===== src/rtl/serial_sub_10bit.sv =====
// serial_sub_10bit: bit-serial LSB-first subtractor computing A-B-Bin with borrow-out and signed overflow
module serial_sub_10bit #(
    parameter int WIDTH = 10
) (
    input  logic             clk,
    input  logic             rst,
    input  logic             Start,
    input  logic [WIDTH-1:0] A,
    input  logic [WIDTH-1:0] B,
    input  logic             Bin,
    output logic             Ready,
    output logic             Busy,
    output logic [WIDTH-1:0] D,
    output logic             Bout,
    output logic             Ovf,
    output logic             Done
);
    localparam int CW = $clog2(WIDTH);
    typedef enum logic [1:0] {IDLE, RUN, DONE} state_t;
    state_t state, state_nx;
    logic [WIDTH-1:0] a_r, b_r, sr;
    logic [CW-1:0] cnt;
    logic br, a_i, b_i, d_i, br_nx, last;
    assign a_i   = a_r[0];
    assign b_i   = b_r[0];
    assign d_i   = a_i ^ b_i ^ br;
    assign br_nx = (~a_i & b_i) | (~(a_i ^ b_i) & br);
    assign last  = cnt == CW'(WIDTH - 1);
    // state register
    always_ff @(posedge clk or posedge rst)
        if (rst) state <= IDLE;
        else     state <= state_nx;
    // next state and status outputs
    always_comb begin
        state_nx = state == IDLE ? (Start ? RUN : IDLE) : state == RUN ? (last ? DONE : RUN) : IDLE;
        Ready    = state == IDLE;
        Busy     = state != IDLE;
        Done     = state == DONE;
    end
    // operand latch, one-bit-per-cycle datapath and result registers
    always_ff @(posedge clk or posedge rst) begin
        if (rst) begin
            a_r  <= '0;
            b_r  <= '0;
            sr   <= '0;
            br   <= 1'b0;
            cnt  <= '0;
            D    <= '0;
            Bout <= 1'b0;
            Ovf  <= 1'b0;
        end else if (state == IDLE && Start) begin
            a_r <= A;
            b_r <= B;
            br  <= Bin;
            cnt <= '0;
        end else if (state == RUN) begin
            a_r <= a_r >> 1;
            b_r <= b_r >> 1;
            br  <= br_nx;
            cnt <= cnt + CW'(1);
            sr  <= {d_i, sr[WIDTH-1:1]};
            if (last) begin
                D    <= {d_i, sr[WIDTH-1:1]};
                Bout <= br_nx;
                Ovf  <= (a_i != b_i) & (d_i != a_i);
            end
        end
    end
endmodule

===== config.mk =====
export PLATFORM = sky130hd
export DESIGN_NAME = serial_sub_10bit
export DESIGN_NICKNAME = d
export VERILOG_FILES = /design/src/rtl/serial_sub_10bit.sv
export SDC_FILE = /design/constraint.sdc
export NUM_CORES = 1
export LEC_CHECK = 0
export ABC_AREA = 1
export ABC_CLOCK_PERIOD_IN_PS = 1750
export BUFFER_PORTS_ARGS = -buffer_cell sky130_fd_sc_hd__buf_2
export CAP_MARGIN = 20
export CORE_ASPECT_RATIO = 0.7
export CORE_UTILIZATION = 54
export DETAILED_ROUTE_END_ITERATION = 16
export MAX_ROUTING_LAYER = met4
export PLACE_DENSITY = 0.82
export REMOVE_ABC_BUFFERS = 1
export SLEW_MARGIN = 20
export SYNTH_ARGS = -nofsm -noshare
export SYNTH_HDL_FRONTEND = slang
export SYNTH_SLANG_ARGS = --single-unit
export TNS_END_PERCENT = 50

===== constraint.sdc =====
create_clock -name clk -period 1.75 [get_ports clk]
set_input_delay 0 -clock clk [delete_from_list [all_inputs] [get_ports clk]]
set_output_delay 0 -clock clk [all_outputs]
set_load 0.02 [all_outputs]

==> flow_summary.json, run 1 <==
{
  "outcome": "finished, final reports clean",
  "grt_setup_unrepaired": "false",
  "endpoint_kind": "flop",
  "synth_area_um2": 2080,
  "power.density_nw_per_um2": 1610,
  "gp_congestion": 0.756,
  "ys_seq_area_share_pct": 57.7,
  "n_antenna_cell": 0,
  "grt_max_degree": 25,
  "synthTopCellsByCount": "nand2_1, dfrtp_1, nand3_1, inv_1, nor2_1",
  "hp-class": "primary input to flop",
  "hold_viol": 0,
  "fin_area_um2": 2640,
  "cp_max_fo": 12,
  "synth-edff-count": 0,
  "synth-async-reset-ratio_pct": 100,
  "criticalPathCategory": "flop to flop",
  "clock_power_share_pct": 16.0,
  "antenna_found_initial": 0,
  "drc": 0,
  "dr_total_vias": 1841,
  "p_comb_share_pct": 39.0,
  "ir_worst_vdd_mv": 0.930,
  "worstMarginPinSlew_ps": 430,
  "netSwitchingPower_mw": 1.75,
  "p_int_mw": 2.51,
  "dpl_worst_slack_ps": 313,
  "reg2reg_from": "cnt[0]",
  "syn_to_final_growth_pct": 26.9,
  "synth_cells": 248,
  "h-tree-depth": 2,
  "ys.flop_type": "dfrtp_1",
  "dpl_cell_area_um2": 2330,
  "finClkSkew_ps": 6.22,
  "first_iter_violations": 143,
  "p_leak_nw": 1.40,
  "cts_buffer_depth": 2,
  "synth_area_leaders": "dfrtp_1, nand2_1, nand3_1, ha_1, inv_1",
  "coreArea_um2": 3600,
  "cts_buffers": 5,
  "layout-drive-gt1-share_pct": 17.9,
  "setup_viol": 0,
  "cp.required_ps": 1950,
  "synthDistinctLibCells": 14,
  "post_drt_wl_per_cell_um": 13.0,
  "die_w_um": 76.2,
  "min_from": "Start",
  "dr_wl_met2_mm": 2.29,
  "port_buffers": 38,
  "postRouteAntennaNets": 0,
  "root_buffer": "clkbuf_8",
  "grtUsageTotal_pct": 26.5,
  "critical_path_arrival_ps": 1690,
  "ys_seq_elements": 48,
  "synth_most_common_cell": "nand2_1",
  "fill_cells": 251,
  "routed_via_density": 5.09,
  "slew_headroom_pct": 71.2,
  "period_minus_slack_ps": 1490,
  "max-cap-violations": 0,
  "synth_top_cell_by_area": "dfrtp_1",
  "clkLatencyLatePin_ps": 300,
  "drv_slew": 0,
  "dp_hpwl_mm": 2.83,
  "critPathLaunch": "cnt[0]",
  "seqPwrFrac_pct": 45.0,
  "min_period_over_period_pct": 85.0,
  "avgSynthCellArea_um2": 8.40,
  "die_y_um": 54.0,
  "wl_met1_mm": 2.11,
  "rows": 18,
  "dieArea_um2": 4110,
  "path_clk_slew_ps": 90,
  "grt_overflow_total": 0,
  "wl_met3_um": 218,
  "start_util_pct": 57.8,
  "ys_warn_count": 0,
  "ios": 39,
  "swShare_pct": 41.1,
  "cts.sinks": 48,
  "setup_slack_ps": 263,
  "grt_first_pass_wirelength_mm": 7.85,
  "dr.max_layer_used": "met4",
  "grt_pass1_vias": 1754,
  "fmaxAchievable_mhz": 673,
  "cts_tree": "yes",
  "firstDrtPassIters": 4,
  "netlist.area_leader.share_pct": 57.7,
  "final_nets": 339,
  "routed_wl_mm": 4.70,
  "critPathLaunchType": "flop"
}
flip-flops by register name, indices dropped and copies added, names as in the netlist:
name	flops
Ovf	1
D	10
sr	9
cnt	4
br	1
state	2
a_r	10
b_r	10
Bout	1
power by group through the flow:
stage	clock network (mW)	logic (mW)	registers (mW)
global route	0.743	1.88	1.98
CTS	0.684	1.66	1.91
detailed placement	0	1.60	1.92
global placement	0	1.54	1.91
finish	0.683	1.66	1.92
floorplan	0	0.928	2.03
cell type report:
| cell class | count | area [um2] | area share, % |
|---|---|---|---|
| clock buffers | 6 | 82.6 | 3.13 |
| repair buffers | 68 | 470 | 17.8 |
| well taps | 50 | 62.6 | 2.37 |
| clock inverters | 2 | 10.0 | 0.379 |
| inverters | 10 | 37.5 | 1.42 |
| multi-input cells | 178 | 777 | 29.4 |
| flip-flops and latches | 48 | 1200 | 45.5 |
cells in the final DEF, fill, tap and decap left out:
cell type      Yosys  routed
nand2_2            1       1
nor2_1             8       8
ha_1               3       3
inv_1             10       9
fa_1               1       1
inv_2              0       1
nand2_1          115     115
buf_2              5      38
nand3_1           44      44
o21ai_1            1       1
clkinv_2           0       2
dfrtp_1           48      48
dlygate4sd3_1      0      22
nand4_1            1       1
buf_4              4       8
o21ai_0            4       4
clkbuf_8           0       6
metrics by stage:
step | setup TNS, ps | utilization [%] | total power, mW | hold WS, ps | instances
2_1_floorplan | -21.1 | - | 2.96 | 139 | 236
3_3_place_gp | 0 | 64.6 | 3.44 | -34.4 | 332
3_5_place_dp | 0 | 64.6 | 3.52 | -35.7 | 332
4_1_cts | 0 | 73.3 | 4.25 | 94.1 | 362
5_1_grt | 0 | 73.3 | 4.60 | 125 | 362
6_report | 0 | 73.3 | 4.26 | 103 | 362
kinds of logic (layout without fill, tap and decap cells):
| logic type | Yosys count | count (layout) | synth area share [%] |
|---|---|---|---|
| compound gates | 5 | 5 | 1.20 |
| simple gates | 169 | 169 | 33.4 |
| buf+inv | 22 | 86 | 4.99 |
| flops | 48 | 48 | 57.7 |
| fa+ha+maj | 4 | 4 | 2.76 |
worst paths after layout:
check                         end  slack, ps  cells after the start
max                          Bout        260                      6
min                        b_r[9]        100                      3
max reg2reg                  Bout        260                      6
min reg2reg                b_r[9]        480                      2
max in group asynchronous  cnt[1]       1040                      4
min in group asynchronous  a_r[4]        170                      3
worst max-delay path, stage by stage (launching register included):
cell,delay [ps]
dfrtp_1,470
ha_1,210
nand2_1,60
nor2_1,130
nand2_1,290
nand2_1,160
nand2_1,70
metal layers:
| metal | vias up | GRT usage [%] |
|---|---|---|
| met1 | 876 | 32.0 |
| li1 | 903 | - |
| met2 | 51 | 44.7 |
| met4 | 0 | 9.29 |
| met5 | - | - |
| met3 | 11 | 6.78 |
what timing repair did:
action | CTS | global route
endpoints found under the hold margin | 69 | 0
gates resized for setup | 0 | 0
buffers inserted | 0 | 0
hold buffers | 22 | 0
Note: power is estimated with default switching activity, not from simulation.
==> run 2: changes to the inputs <==
--- a/config.mk
+++ b/config.mk
@@ -5,15 +5,15 @@
 export SDC_FILE = /design/constraint.sdc
 export NUM_CORES = 1
 export LEC_CHECK = 0
-export ABC_AREA = 1
-export ABC_CLOCK_PERIOD_IN_PS = 1750
+export ABC_AREA = 0
+export ABC_CLOCK_PERIOD_IN_PS = 1300
 export BUFFER_PORTS_ARGS = -buffer_cell sky130_fd_sc_hd__buf_2
 export CAP_MARGIN = 20
 export CORE_ASPECT_RATIO = 0.7
-export CORE_UTILIZATION = 54
+export CORE_UTILIZATION = 49
 export DETAILED_ROUTE_END_ITERATION = 16
 export MAX_ROUTING_LAYER = met4
-export PLACE_DENSITY = 0.82
+export PLACE_DENSITY = 0.79
 export REMOVE_ABC_BUFFERS = 1
 export SLEW_MARGIN = 20
 export SYNTH_ARGS = -nofsm -noshare
==> constraint.sdc (replaced) <==
create_clock -name clk -period 1.3 [get_ports clk]
set_input_delay 0 -clock clk [delete_from_list [all_inputs] [get_ports clk]]
set_output_delay 0 -clock clk [all_outputs]
set_load 0.02 [all_outputs]
==> flow_summary.json, run 2 <==
{
  "synthTopCellsByCount": "nand2_1, dfrtp_1, a22oi_1, mux2_4, o21ai_0",
  "die_y_um": 56.3,
  "final_common_cell": "nand2_1",
  "dpl.cell_count": 289,
  "h-tree-depth": 2,
  "synth-async-reset-ratio_pct": 100,
  "setup_viol": 25,
  "synth_top_cell_by_area": "dfrtp_1",
  "dr_total_vias": 1687,
  "ys_seq_area_share_pct": 58.1,
  "hold_slack_ps": 185,
  "avgSynthCellArea_um2": 10.8,
  "largestRegisters": "D: 10 flops, a_r: 10 flops, b_r: 10 flops",
  "slew_headroom_pct": 69.1,
  "endpoint_kind": "flop",
  "firstDrtPassIters": 5,
  "grtUsageTotal_pct": 22.3,
  "final_nets": 302,
  "coreArea_um2": 3970,
  "fin_area_um2": 2900,
  "synth_area_leaders": "dfrtp_1, nand2_1, a22oi_1, mux2_4, ha_1",
  "start_util_pct": 52.1,
  "grt_overflow_total": 0,
  "synth_cells": 191,
  "port_buffers": 38,
  "min_period_over_period_pct": 122,
  "ys_seq_elements": 48,
  "worstMarginPinSlew_ps": 462,
  "antenna_found_initial": 0,
  "routed_wl_mm": 4.86,
  "first_iter_violations": 121,
  "cts.sinks": 48,
  "critical_path_arrival_ps": 1780,
  "gp_congestion": 0.736,
  "power.density_nw_per_um2": 2170,
  "path_clk_slew_ps": 80,
  "post_drt_wl_per_cell_um": 14.9,
  "final_cell_mix": "nand2_1, dfrtp_1, buf_2",
  "grt_pass1_vias": 1600,
  "syn_to_final_growth_pct": 40.2,
  "dpl_cell_area_um2": 2430,
  "cp.required_ps": 1500,
  "period_minus_slack_ps": 1580,
  "die_w_um": 79.6,
  "n_antenna_cell": 0,
  "outcome": "finished with violations",
  "ys.flop_type": "dfrtp_1",
  "finClkSkew_ps": 4.87,
  "routed_via_density": 5.16,
  "violations": "negative setup slack",
  "clkLatencyLatePin_ps": 310,
  "ios": 39,
  "root_buffer": "clkbuf_8",
  "cts_buffer_depth": 2,
  "criticalPathCategory": "flop to flop",
  "ir_worst_vdd_mv": 1.21,
  "finalNonFillerCells": 327,
  "cts_buffers": 5,
  "synth-edff-count": 0,
  "hp-class": "primary input to flop",
  "layout-drive-gt1-share_pct": 35.3,
  "postRouteAntennaNets": 0,
  "grt_setup_unrepaired": "true",
  "hold_viol": 0,
  "synthDistinctLibCells": 25,
  "drv_slew": 0,
  "cts_tree": "yes",
  "dp_hpwl_mm": 2.63,
  "finalCoreUtilization_pct": 73.0,
  "dpl_worst_slack_ps": -352,
  "cp_max_fo": 2,
  "rows": 19,
  "drc": 0,
  "grt_first_pass_wirelength_mm": 7.20,
  "ys_warn_count": 0,
  "fmaxAchievable_mhz": 631,
  "dieArea_um2": 4490,
  "synth_area_um2": 2070,
  "max-cap-violations": 0,
  "setup_slack_ps": -284,
  "critPathLaunchType": "flop",
  "synth_most_common_cell": "nand2_1",
  "p_leak_nw": 1.49,
  "netlist.area_leader.share_pct": 58.1,
  "grt_max_degree": 29
}
## run 2: cell types whose count changed after synthesis, moves of 4 or more
cell / delta
buf_4: -4
nand2_1: -44
mux2_4: +8
nor2_1: -5
a22oi_1: +19
inv_1: -5
nand3_1: -43
## run 2: final cells by class
type	count	area [um2]
clock buffer	8	90.1
fill	268	1070
sequential	48	1200
tap	52	65.1
inverter	5	18.8
timing repair buffer	85	663
multi-input combinational	129	858
## run 2: per-stage QoR
step / total power, mW / setup TNS [ps]
finish: 6.30 / -1780
global route: 6.69 / -3640
CTS: 5.91 / -1430
detailed placement: 4.90 / -8780
global placement: 4.80 / -7490
floorplan: 3.95 / -18690
## run 2: final timing paths
path                         from  endpoint  slack (ps)  cells past startpoint
setup / recovery               br       Ovf        -280                      4
hold / removal              Start    a_r[8]         180                      5
setup reg to reg               br       Ovf        -280                      4
hold reg to reg            b_r[1]    b_r[1]         470                      2
max in group asynchronous     rst    b_r[0]         520                      4
min in group asynchronous     rst      D[6]         250                      3
## run 2: per-layer routing
metal / routed length, um / track usage, % / up-vias
met1: 2160 / 28.9 / 816
met4: 93 / 11.4 / 0
li1: - / - / 797
met5: 0 / - / -
met2: 2310 / 33.5 / 66
met3: 306 / 4.55 / 8
## run 2: logic make-up (layout without fill, tap and decap cells)
family                   after synthesis  after routing  synth area share, %
AND/OR/NAND/NOR                       82             83                 16.7
XOR/XNOR                               3              3                 1.27
multiplexers                          12             12                 7.93
flip-flops                            48             48                 58.1
adder cells (fa/ha/maj)                4              4                 2.78
buffers and inverters                 15             98                 4.18
AO/OA/AOI/OAI                         27             27                 9.02
## run 2: critical path, stage by stage, from the launching register on
cell and delay [ps]:
dfrtp_1 410, fa_1 580, xor2_1 180, nor2_1 50, mux2_2 260
## run 2: what timing repair did
item	in CTS	in global routing
pin swaps	3	14
hold buffers	22	0
gates cloned	0	3
resized for setup	4	19
endpoints found under the hold margin	40	0
endpoints found under the setup margin	40	40
buffers inserted	0	5
## run 2: where the power goes
group          total [mW]  leakage, nW  switching [mW]  internal [mW]
Sequential           2.54        0.616           0.413           2.12
Clock               0.921       0.0455           0.486          0.434
Combinational        2.84        0.829            1.48           1.36
Total                6.30         1.49            2.38           3.92
